===== src/rtl/pattern_gen_pkg.sv =====
// rtl/pattern_gen_pkg.sv - shared types for the burst pattern generator
package pattern_gen_pkg;

  typedef enum logic [1:0] {
    MODE_INCR  = 2'd0,
    MODE_LFSR  = 2'd1,
    MODE_WALK1 = 2'd2,
    MODE_CONST = 2'd3
  } mode_e;

  typedef enum logic [1:0] {
    ST_IDLE = 2'd0,
    ST_RUN  = 2'd1,
    ST_DONE = 2'd2
  } state_e;

  localparam int BEAT_W = 16;

endpackage


===== src/rtl/pattern_gen_step.sv =====
// rtl/pattern_gen_step.sv - combinational next-pattern function for each mode
module pattern_gen_step
  import pattern_gen_pkg::*;
#(
  parameter int                CNT_W     = 16,
  parameter logic [CNT_W-1:0]  LFSR_TAPS = 16'hB400
) (
  input  mode_e              mode,
  input  logic [CNT_W-1:0]   pattern,
  input  logic [CNT_W-1:0]   step,
  output logic [CNT_W-1:0]   pattern_next
);

  always_comb begin
    pattern_next = pattern;
    case (mode)
      MODE_INCR:  pattern_next = pattern + step;
      // Galois form: shift right, fold the taps in when a 1 falls out
      MODE_LFSR:  pattern_next = pattern[0] ? ((pattern >> 1) ^ LFSR_TAPS) : (pattern >> 1);
      MODE_WALK1: pattern_next = {pattern[CNT_W-2:0], pattern[CNT_W-1]};
      MODE_CONST: pattern_next = pattern;
      default:    pattern_next = pattern;
    endcase
  end

endmodule


===== src/rtl/pattern_gen.sv =====
// rtl/pattern_gen.sv - burst pattern source with valid/ready output handshake
module pattern_gen
  import pattern_gen_pkg::*;
#(
  parameter int                DATA_W    = 32,
  parameter int                CNT_W     = 16,
  parameter logic [CNT_W-1:0]  LFSR_TAPS = 16'hB400
) (
  input  logic               clk,
  input  logic               rst_l,
  input  logic               start,
  input  logic               abort,
  input  logic [1:0]         mode,
  input  logic [CNT_W-1:0]   seed,
  input  logic [CNT_W-1:0]   step,
  input  logic [BEAT_W-1:0]  burst_len,
  input  logic               out_ready,
  output logic               out_valid,
  output logic [DATA_W-1:0]  out_data,
  output logic               busy,
  output logic               done
);

  state_e              state;
  mode_e               mode_q;
  logic [CNT_W-1:0]    step_q;
  logic [BEAT_W-1:0]   len_q;
  logic [BEAT_W-1:0]   count;
  logic [CNT_W-1:0]    pattern;
  logic [CNT_W-1:0]    pattern_next;
  logic [CNT_W-1:0]    pattern_init;
  logic                xfer;
  logic                last_beat;

  pattern_gen_step #(
    .CNT_W     (CNT_W),
    .LFSR_TAPS (LFSR_TAPS)
  ) u_step (
    .mode         (mode_q),
    .pattern      (pattern),
    .step         (step_q),
    .pattern_next (pattern_next)
  );

  // An all-zero seed would lock up the LFSR and walk nothing in WALK1
  always_comb begin
    pattern_init = seed;
    if ((mode_e'(mode) == MODE_LFSR || mode_e'(mode) == MODE_WALK1) && seed == '0)
      pattern_init = {{(CNT_W-1){1'b0}}, 1'b1};
  end

  assign xfer      = out_valid & out_ready;
  assign last_beat = (len_q != '0) && (count == len_q - 1'b1);

  always_comb begin
    out_data = '0;
    out_data[CNT_W-1:0] = pattern;
  end

  always_ff @(posedge clk) begin
    if (!rst_l) begin
      state     <= ST_IDLE;
      mode_q    <= MODE_INCR;
      step_q    <= '0;
      len_q     <= '0;
      count     <= '0;
      pattern   <= '0;
      out_valid <= 1'b0;
      busy      <= 1'b0;
      done      <= 1'b0;
    end else begin
      case (state)
        ST_IDLE: begin
          done <= 1'b0;
          if (start) begin
            state     <= ST_RUN;
            mode_q    <= mode_e'(mode);
            step_q    <= step;
            len_q     <= burst_len;
            count     <= '0;
            pattern   <= pattern_init;
            out_valid <= 1'b1;
            busy      <= 1'b1;
          end
        end
        ST_RUN: begin
          if (xfer)
            count <= count + 1'b1;
          if (abort) begin
            state     <= ST_IDLE;
            out_valid <= 1'b0;
            busy      <= 1'b0;
          end else if (xfer && last_beat) begin
            // Pattern is not advanced so out_data keeps the final beat
            state     <= ST_DONE;
            out_valid <= 1'b0;
            busy      <= 1'b0;
            done      <= 1'b1;
          end else if (xfer) begin
            pattern <= pattern_next;
          end
        end
        ST_DONE: begin
          state <= ST_IDLE;
          done  <= 1'b0;
        end
        default: begin
          state     <= ST_IDLE;
          out_valid <= 1'b0;
          busy      <= 1'b0;
          done      <= 1'b0;
        end
      endcase
    end
  end

endmodule


===== config.mk =====
export PLATFORM = sky130hd
export DESIGN_NAME = pattern_gen
export DESIGN_NICKNAME = d
export VERILOG_FILES = /design/src/rtl/pattern_gen_pkg.sv /design/src/rtl/pattern_gen_step.sv /design/src/rtl/pattern_gen.sv
export SDC_FILE = /design/constraint.sdc
export NUM_CORES = 1
export LEC_CHECK = 0
export CELL_PAD_IN_SITES_DETAIL_PLACEMENT = 1
export CELL_PAD_IN_SITES_GLOBAL_PLACEMENT = 2
export CORE_MARGIN = 1.5
export CORE_UTILIZATION = 30
export DETAILED_ROUTE_END_ITERATION = 8
export PLACE_DENSITY = 0.85
export SYNTH_ARGS = -nofsm -noshare
export SYNTH_HDL_FRONTEND = slang
export SYNTH_SLANG_ARGS = --single-unit

===== constraint.sdc =====
create_clock -name clk -period 4.2 [get_ports clk]
set_clock_uncertainty 0.2 [all_clocks]
set_input_delay 0.84 -clock clk [delete_from_list [all_inputs] [get_ports clk]]
set_output_delay 0.84 -clock clk [all_outputs]
set_load 0.01 [all_outputs]

# Yosys cells after proc, flatten, opt, wreduce, memory -nomap -nowiden
# Cells that the tools add are included.
# totals
regBits,70
input_bits,55
# op_classes
add_sub_neg,3
n_eq_ne,14
mux,19
bitwise,4
reduce_logical,16
# op_table
operator,count
16-bit 2-to-1 mux,8
16-bit case mux with 2 select lines,2
16-bit case mux with 3 select lines,1
16-bit by 1-bit adder with 16-bit output (second input constant),1
16-bit adder,1
16-bit == test,1
16-bit logical NOT,1
16-bit nonzero test,1
16-bit by 1-bit subtractor with 16-bit output (second input constant),1
2-bit != test (second input constant),5
2-bit == test (second input constant),4
2-bit AND reduction,4
2-bit by 1-bit == test with 1-bit output (second input constant),3
2-bit 2-to-1 mux,3
3-bit AND reduction,2
6-bit AND reduction,1
2-bit logical NOT,2
3-bit inverter with 4-bit output,1
2-bit case mux with 2 select lines,1
1-bit logical AND,3
1-bit 2-to-1 mux,3
3-bit != test (second input constant),1
1-bit case mux with 3 select lines,1
1-bit inverter,2
3 further kinds,3

# Logic depth before layout (Yosys ltp)
# logic_depth
depth_word,7
ltp_mapped,12

# Cells and area by module
# From an unflattened synthesis, not the netlist that was laid out.
# unflattened
cells_unflattened,539
area_unflattened_um2,4723.3
# by_module_without_submodules
mod,n_inst,cells_per_inst,area_each_um2
pattern_gen,1,422,3597.2
pattern_gen_step,1,117,1126.1

# Least setup slack after synthesis
# No wires, ideal clock.
# synth_timing
kind,register to register
startpoint,register len_q[0]
endpoint,register pattern[9]
arrival_time_ns,2.767
required_ns,3.881
path_slack_ns,1.113
path_stages_with_launch,13
n_path_buf,2
synth_period_minus_slack_ns,3.087
cell_sequence,dfxtp_1 > clkbuf_1 > inv_1 > ha_1 > xnor2_1 > or4_1 > a221oi_1 > nand4_1 > nor4_4 > a21oi_2 > buf_6 > o21ai_0 > a21oi_1
# synth_between
elab_chain_len,6
# synth_rtl
item,line,rtl
start: declaration,pattern_gen.sv:27,logic [BEAT_W-1:0] len_q;
start signal: assignment,pattern_gen.sv:79,len_q <= burst_len;
16-bit by 1-bit subtractor with 16-bit output,pattern_gen.sv:53,assign last_beat = (len_q != '0) && (count == len_q - 1'b1);
16-bit == test,pattern_gen.sv:53,
1-bit logical AND (*),pattern_gen.sv:53,
1-bit logical AND (*),pattern_gen.sv:93,end else if (xfer && last_beat) begin
2-bit != test (no line) (*),--,
6-bit AND reduction (no line) (*),--,
end signal: assignment,pattern_gen.sv:81,pattern <= pattern_init;
end signal: assignment,pattern_gen.sv:100,pattern <= pattern_next;
end: declaration,pattern_gen.sv:29,logic [CNT_W-1:0] pattern;
# Mark *: on every way between the ends. The rest lies on a longest branch, timed or not.
# A chain may end at the register's enable or synchronous reset.

# Final worst setup path
# layout_timing
startpoint,register len_q[2]
endpoint,register pattern[12]
# Same word-level chain as after synthesis.

==> qor.yml <==
global_route:
  antenna_found_initial: 0
  grt_usage_pct: 18.6
  grt_pass1_vias: 4449
  grt_pass1_wl_um: 23100
  grt_max_degree: 37
  overflow: 0
synthesis:
  netlist_instances: 572
  synth_area_leaders: "dfxtp_1, nand2_1, a21oi_1"
  seq_area_frac_synth_pct: 31.4
  synth_ff_type: "dfxtp_1"
  yosysUniqueCellTypes: 53
  ys_ff_latch: 70
  syn-cell-area_mm2: 0.00446
  synth_warnings: 0
  yosysTopAreaCell: "dfxtp_1"
  syn_area_per_cell_um2: 7.80
  synthArstFlopShare_pct: 0
  synth-edff-count: 0
  synth_top_area_share_pct: 31.4
place:
  gp_congestion: 0.813
  port_buffers: 73
  dp_slack_ns: 0.178
  dp_hpwl_um: 10600
timing:
  setup_viol: 0
  hold_slack_ns: 0.264
  worst_slew_pin_slew_ns: 1.31
  clock.fmax_ghz: 0.262
  period_share_pct: 91.0
  fin_crit_ns: 3.82
  relSlewSlack_pct: 12.3
  hold_violations: 0
  slew_viol_final: 0
  tns_ns: 0
  rsz0062_at_grt: "no"
  setup_slack_ns: 0.379
finish:
  multi_input_area_mm2: 0.00279
  syn2layout_area_growth_pct: 25.4
  antenna_cells: 0
  final_cell_mix: "nand2_1, clkdlybuf4s50_1, dfxtp_1"
  seq_area_mm2: 0.00140
  layout-drive-gt1-share_pct: 5.63
  layout.cells.most_common: "nand2_1"
  fillCellCount: 1768
  nNetsFinal: 711
pwr:
  ir_drop_mv: 0.208
  leakage_nw: 2.24
  switching_share_pct: 29.4
  power.total_mw: 1.98
  p_switching_mw: 0.583
  power_density_mw_per_mm2: 354
  pwr-share-clk_pct: 39.5
  combPwrFrac_pct: 22.5
  p_seq_share_pct: 38.0
  intPower_mw: 1.40
die:
  rows: 44
  start_util_pct: 30.7
  ios: 90
  die_x_um: 125
  dieArea_mm2: 0.0156
  core_area_mm2: 0.0145
  die_h_um: 125
clocking:
  cts_setup_buffers: 0
  cts_sinks: 70
  hold_buffers: 0
  cts_resized: 0
  cts_root_buffer: "clkbuf_16"
  numCtsBuffers: 9
  cts_buffer_depth: 2
  path_clk_slew_ns: 0.06
  htreeDepth: 3
  cts_tree: "yes"
  clk_latency_ns: 0.34
worst_setup_path:
  crit_arrival_ns: 3.88
  crit_required_ns: 4.26
  end_kind: "flip-flop"
  slowest_delay_ns: 0.99
  start_kind: "flip-flop"
  crit_top_cell: "or4_4"
  crit_type: "reg -> reg"
  slowest_stage: "a21oi_2"
  path_max_fanout: 25
  path_cells: "or4_4, or4_4, xnor2_1, o32a_1, nor4_4, a21oi_2, o21ai_0, o22ai_1"
worst_hold_path:
  hold_class: "reg -> reg"
route:
  drt_iter0_drc: 209
  vias_per_cell: 5.24
  routed_wl_um: 14300
  detail-route-antenna-nets: 0
  drc_errors: 0
  dr.pass1.iters: 4
  wl_per_cell_um: 17.3
  vias: 4311
run:
  drv_cap: 0
run_status:
  outcome: "completed"
[layout make-up]
class / instances / area share, %
multi-input cells: 453 / 49.8
clock inverters: 3 / 0.760
well taps: 184 / 4.11
inverters: 16 / 1.07
flip-flops and latches: 70 / 25.0
repair buffers: 84 / 14.5
clock buffers: 13 / 4.65
[cell usage after synthesis, drive strengths merged (2+ instances only)]
master and number:
a21o 5, or4 6, dfxtp 70, o211ai 3, o22ai 4, a211o 2
buf 21, a221o 2, ha 21, nand2 90, o31ai 2, nand4 4
inv 16, nor2 38, nand2b 10, mux2i 5, a22oi 5, o211a 2
a221oi 11, nor3 9, a21oi 58, a211oi 7, o21a 2, xor2 23
nand3 15, or2 3, xnor2 26, clkbuf 27, and3 7, a31oi 7
o311a 2, nor2b 3, nor4 13, or3 7, o21ai 35
[stage by stage]
step | util (%) | std cells | instance area [um2]
2_1_floorplan | - | 587 | 4520
3_3_place_gp | 36.4 | 807 | 5290
3_5_place_dp | 36.4 | 807 | 5290
4_1_cts | 38.5 | 823 | 5600
5_1_grt | 38.5 | 823 | 5600
6_report | 38.5 | 823 | 5600
[critical path: cells and delay by family, from the launching register on]
family                    cells  cell delay [ns]
xor gates and xnor gates      1             0.19
AOI/OAI and AO/OA             4             1.72
and+or+nand+nor               3             1.24
DFF                           1             0.38
[cells by family (layout without fill, tap and decap cells)]
group                    count (synthesis)  after routing  synth area share, %
AND/OR/NAND/NOR                        207            207                 21.9
AO/OA/AOI/OAI                          153            153                 21.6
flip-flops                              70             70                 31.4
buffers and inverters                   64            116                 7.35
XOR/XNOR                                50             50                 10.2
adder cells (fa/ha/maj)                 22             22                 6.34
multiplexers                             5              5                 1.12
other                                    1             16               0.0840
[per-layer routing]
| layer | vias up | GRT usage (%) | wire [um] |
|---|---|---|---|
| li1 | 2114 | - | - |
| met2 | 114 | 29.0 | 6290 |
| met3 | 24 | 3.04 | 703 |
| met5 | - | 0 | 0 |
| met1 | 2059 | 25.5 | 6910 |
| met4 | 0 | 8.09 | 357 |
[state kept, by name, summed over array words and instances, names as in the netlist]
name	count
state	2
len_q	16
pattern	16
mode_q	2
done	1
busy	1
count	16
step_q	16
[final timing paths]
path,from,end,slack (ns),depth (start not counted)
worst max register to register,len_q[2],pattern[12],0.38,8
worst max-delay path,len_q[2],pattern[12],0.38,8
worst min register to register,step_q[10],step_q[10],0.26,2
worst min-delay path,step_q[10],step_q[10],0.26,2
[power by group through the flow]
stage	sequential (mW)	clock [mW]	combinational, mW
2_1_floorplan	0.751	0	0.287
3_3_place_gp	0.764	0	0.427
3_5_place_dp	0.766	0	0.440
4_1_cts	0.752	0.795	0.445
5_1_grt	0.758	0.829	0.489
6_report	0.752	0.783	0.446
(Power assumes the default switching activity.)
